--- src/rtl/prim_fifoq.sv ---
// prim_fifoq: parametrised first-word-fall-through FIFO with valid/ready on
// both sides, occupancy/almost flags, synchronous flush and a head+1 peek.
module prim_fifoq #(
  parameter int unsigned WIDTH        = 32,
  parameter int unsigned DEPTH        = 4,
  parameter int unsigned AFULL_LEVEL  = DEPTH - 1,
  parameter int unsigned AEMPTY_LEVEL = 1,
  localparam int unsigned CW          = $clog2(DEPTH + 1)
) (
  input  logic             clk,
  input  logic             reset_n,
  input  logic             flush_i,
  output logic             urdy_o,
  input  logic             uvld_i,
  input  logic [WIDTH-1:0] udat_i,
  input  logic             drdy_i,
  output logic             dvld_o,
  output logic [WIDTH-1:0] ddat_o,
  output logic             inner_vld_o,
  output logic [WIDTH-1:0] inner_dat_o,
  output logic [CW-1:0]    count_o,
  output logic             almost_full_o,
  output logic             almost_empty_o
);

  // Pointer width; DEPTH need not be a power of two, so wrap is an explicit compare.
  localparam int unsigned PW = (DEPTH > 1) ? $clog2(DEPTH) : 1;

  logic [WIDTH-1:0] mem_q [DEPTH];
  logic [PW-1:0]    rp_q, rp_d;
  logic [PW-1:0]    wp_q, wp_d;
  logic [PW-1:0]    rp_inner;
  logic [CW-1:0]    count_q, count_d;
  logic             full, empty;
  logic             up_beat, dn_beat;

  // Advance a pointer by one, wrapping from DEPTH-1 back to 0.
  function automatic logic [PW-1:0] ptr_inc(input logic [PW-1:0] p);
    return (p == PW'(DEPTH - 1)) ? '0 : p + PW'(1);
  endfunction

  // Handshake decode; both readies/valids come from registered count only.
  always_comb begin
    full    = (count_q == CW'(DEPTH));
    empty   = (count_q == '0);
    up_beat = uvld_i & ~full;
    dn_beat = drdy_i & ~empty;
  end

  assign urdy_o = ~full;
  assign dvld_o = ~empty;

  // Next-state for pointers and occupancy; flush overrides any beat.
  always_comb begin
    rp_d    = rp_q;
    wp_d    = wp_q;
    count_d = count_q;
    if (flush_i) begin
      rp_d    = '0;
      wp_d    = '0;
      count_d = '0;
    end else begin
      if (up_beat) wp_d = ptr_inc(wp_q);
      if (dn_beat) rp_d = ptr_inc(rp_q);
      unique case ({up_beat, dn_beat})
        2'b10:   count_d = count_q + CW'(1);
        2'b01:   count_d = count_q - CW'(1);
        default: count_d = count_q;
      endcase
    end
  end

  // Pointer and occupancy registers; reset drops all entries immediately.
  always_ff @(posedge clk or negedge reset_n) begin
    if (!reset_n) begin
      rp_q    <= '0;
      wp_q    <= '0;
      count_q <= '0;
    end else begin
      rp_q    <= rp_d;
      wp_q    <= wp_d;
      count_q <= count_d;
    end
  end

  // Storage array; contents are don't-care until written, so no reset.
  always_ff @(posedge clk) begin
    if (up_beat && !flush_i) mem_q[wp_q] <= udat_i;
  end

  assign rp_inner = ptr_inc(rp_q);

  // Read-side decode of head and second entry, zeroed when not present.
  always_comb begin
    inner_vld_o = (count_q >= CW'(2));
    ddat_o      = dvld_o      ? mem_q[rp_q]     : '0;
    inner_dat_o = inner_vld_o ? mem_q[rp_inner] : '0;
  end

  // Occupancy reporting.
  always_comb begin
    count_o        = count_q;
    almost_full_o  = (32'(count_q) >= AFULL_LEVEL);
    almost_empty_o = (32'(count_q) <= AEMPTY_LEVEL);
  end

endmodule

--- config.mk ---
export PLATFORM = sky130hd
export DESIGN_NAME = prim_fifoq
export DESIGN_NICKNAME = d
export VERILOG_FILES = /design/src/rtl/prim_fifoq.sv
export SDC_FILE = /design/constraint.sdc
export NUM_CORES = 1
export LEC_CHECK = 0
export ABC_AREA = 1
export CAP_MARGIN = 20
export CORE_ASPECT_RATIO = 0.8
export CORE_MARGIN = 8
export CORE_UTILIZATION = 31
export CTS_BUF_LIST = sky130_fd_sc_hd__clkbuf_8
export DETAILED_ROUTE_END_ITERATION = 10
export GPL_ROUTABILITY_DRIVEN = 1
export PLACE_DENSITY = 0.5
export SLEW_MARGIN = 20
export SYNTH_ARGS = -nofsm -noshare
export SYNTH_HDL_FRONTEND = slang
export SYNTH_SLANG_ARGS = --single-unit
--- constraint.sdc ---
create_clock -name clk -period 3.7 [get_ports clk]
set_clock_uncertainty 0.2 [all_clocks]
set_input_delay 0.37 -clock clk [delete_from_list [all_inputs] [get_ports clk]]
set_output_delay 0.37 -clock clk [all_outputs]
set_load 0.01 [all_outputs]
==> impl_metrics.yaml <==
final_layout:
  n_antenna_cell: 0
  nNetsFinal: 790
  design_area_um2: 8370
  final_cell_mix: "a21oi_1, edfxtp_1, clkdlybuf4s50_1"
  finish.utilization: 0.402
  syn2layout_area_growth_pct: 26.9
  final_layout_size_suffix_gt1_frac: 0.0781
  final_common_cell: "a21oi_1"
route:
  first_pass_iters: 5
  totalWireLength_mm: 18.7
  avgRoutedWirePerCell_um: 18.2
  first_iter_violations: 338
  routed_via_density: 5.04
  vias: 5157
  postRouteAntennaNets: 0
  drc: 0
logic_synthesis:
  synth.distinct_cells: 19
  syn_avg_cell_area_um2: 10.2
  synth-simple-area-share: 0.0589
  synthMuxAreaShare: 0
  synth_top_area_frac: 0.582
  synthCells: 645
  ys_seq_area_frac: 0.609
  synth_top_area_cell: "edfxtp_1"
  ys_top_cells_by_area: "edfxtp_1, a21oi_1, o211ai_1"
  netlist_area_um2: 6600
  synth_top_family_by_area: "compound AO/OA/AOI/OAI gates"
  synth_compound_area_frac: 0.227
  ys_ff_latch: 135
  syn-num-nets: 693
  synthAdderAreaFrac: 0.0208
  synth_warnings: 0
  synthXorXnorAreaFrac: 0
clock_network:
  root_buffer: "clkbuf_8"
  path_clk_slew_ps: 80
  cts_setup_buffers: 0
  cts_resized: 0
  clock_path_buffers: 2
  cts_tree: "built"
  clkLatencyLatePin_ps: 440
  numClockSinks: 135
  hold_buffers: 0
  cts_htree_levels: 4
  numCtsBuffers: 17
power:
  leakagePower_nw: 2.96
  pwr_density_cell_nw_per_um2: 727
  peakVddDrop_v: 0.000405
sta:
  finalHoldViolCount: 0
  fmax_mhz: 301
  tightest_slew_ps: 781
  rsz0062_at_grt: "no"
  maxSlewViolCount: 0
  setup_viol: 0
  fin_crit_ps: 3330
  max_slew_margin: 0.480
  setup_tns_ps: 0
  setup_ws_ps: 373
  fin_crit_sh: 0.899
floorplan:
  rows: 47
  initial_utilization: 0.317
  die_y_um: 147
  design.die.area_um2: 26200
  core_um2: 20800
  die_w_um: 179
  ios: 109
worst_hold_path:
  min_path_type: "in2async"
place:
  placed_cell_area_um2: 8000
  pre_cts_slack_ps: 886
  place.gp.congestion: 0.756
  numPortBuffers: 108
  place_hpwl_mm: 12.1
global_route:
  antenna_found_initial: 1
  grt_overflow: 0
  grt_max_degree: 102
  grt_pass1_wl_mm: 28.6
  grt_pass1_vias: 5171
  groute.usage.overall: 0.143
critical_path:
  path_max_fanout: 101
  cp.arrival_ps: 2760
  end_kind: "output pin"
  critical_path_class: "reg2out"
  required_ps: 3130
  start_kind: "register"
run:
  drv_cap: 0
outcome:
  outcome: "finished clean"
## final timing paths
| path | start | endpoint | slack (ps) | depth (start not counted) |
|---|---|---|---|---|
| max in group asynchronous | reset_n | rp_q[0]$_DFFE_PN0P_ | 2930 | 1 |
| min in group clk | udat_i[26] | mem_q[0][26]$_DFFE_PP_ | 350 | 1 |
| setup / recovery | rp_q[0]$_DFFE_PN0P_ | inner_dat_o[19] | 370 | 6 |
| hold reg to reg | count_o[1]$_DFFE_PN0P_ | count_o[1]$_DFFE_PN0P_ | 380 | 2 |
| setup reg to reg | count_o[0]$_DFFE_PN0P_ | mem_q[2][23]$_DFFE_PP_ | 940 | 6 |
| hold / removal | reset_n | rp_q[0]$_DFFE_PN0P_ | 30 | 1 |
## Yosys cell counts
cell,n
inv_1,81
o211ai_1,58
ha_1,11
buf_1,4
nand2_2,1
nand2_4,1
a21oi_1,137
clkbuf_1,14
o21ai_0,76
buf_2,23
nor2_1,9
buf_6,4
buf_4,2
inv_2,2
edfxtp_1,128
nand2_1,80
nor2_2,2
nand3_1,5
dfrtp_1,7
## through the flow
stage | hold WS [ps] | cells | power (mW)
after floorplan | -126 | 645 | 3.46
after global placement | 375 | 992 | 4.94
after detailed placement | 368 | 992 | 4.99
after CTS | 22.7 | 1024 | 6.17
after global routing | 32.3 | 1024 | 6.49
final | 34.6 | 1024 | 6.09
## layout make-up
type	count	area (µm²)
fillers	2019	12400
flip-flops and latches	135	4020
multi-input cells	380	2070
repair buffers	125	1260
well taps	269	337
inverters	83	312
clock buffers	17	234
clock inverters	15	136
## cell families (layout without fill, tap and decap cells)
kind of cell,Yosys count,after routing
buffers and inverters,130,240
adder cells (fa/ha/maj),11,11
AND/OR/NAND/NOR,98,98
AO/OA/AOI/OAI,271,271
flip-flops,135,135
## power by group
part           internal, mW  switching, mW
logic                  1.33           1.78
registers              1.76         0.0583
clock network         0.585          0.582
total                  3.67           2.42
## routing by layer
layer  track usage  routed length, µm
met1         0.180               8270
met2         0.229               8790
met3        0.0464               1410
met4        0.0428                183
met5             0                  8
## worst max-delay path, stage by stage (launching register included)
cell and delay [ps]:
dfrtp_4 570, ha_2 230, nor2_4 130, buf_12 330, o21ai_0 140, a21oi_1 260, clkdlybuf4s50_1 590
## flip-flops by register name, indices dropped and copies added, names as in the netlist
signal	flops
rp_q	2
mem_q	128
count_o	3
wp_q	2
(Power assumes the default switching activity.)
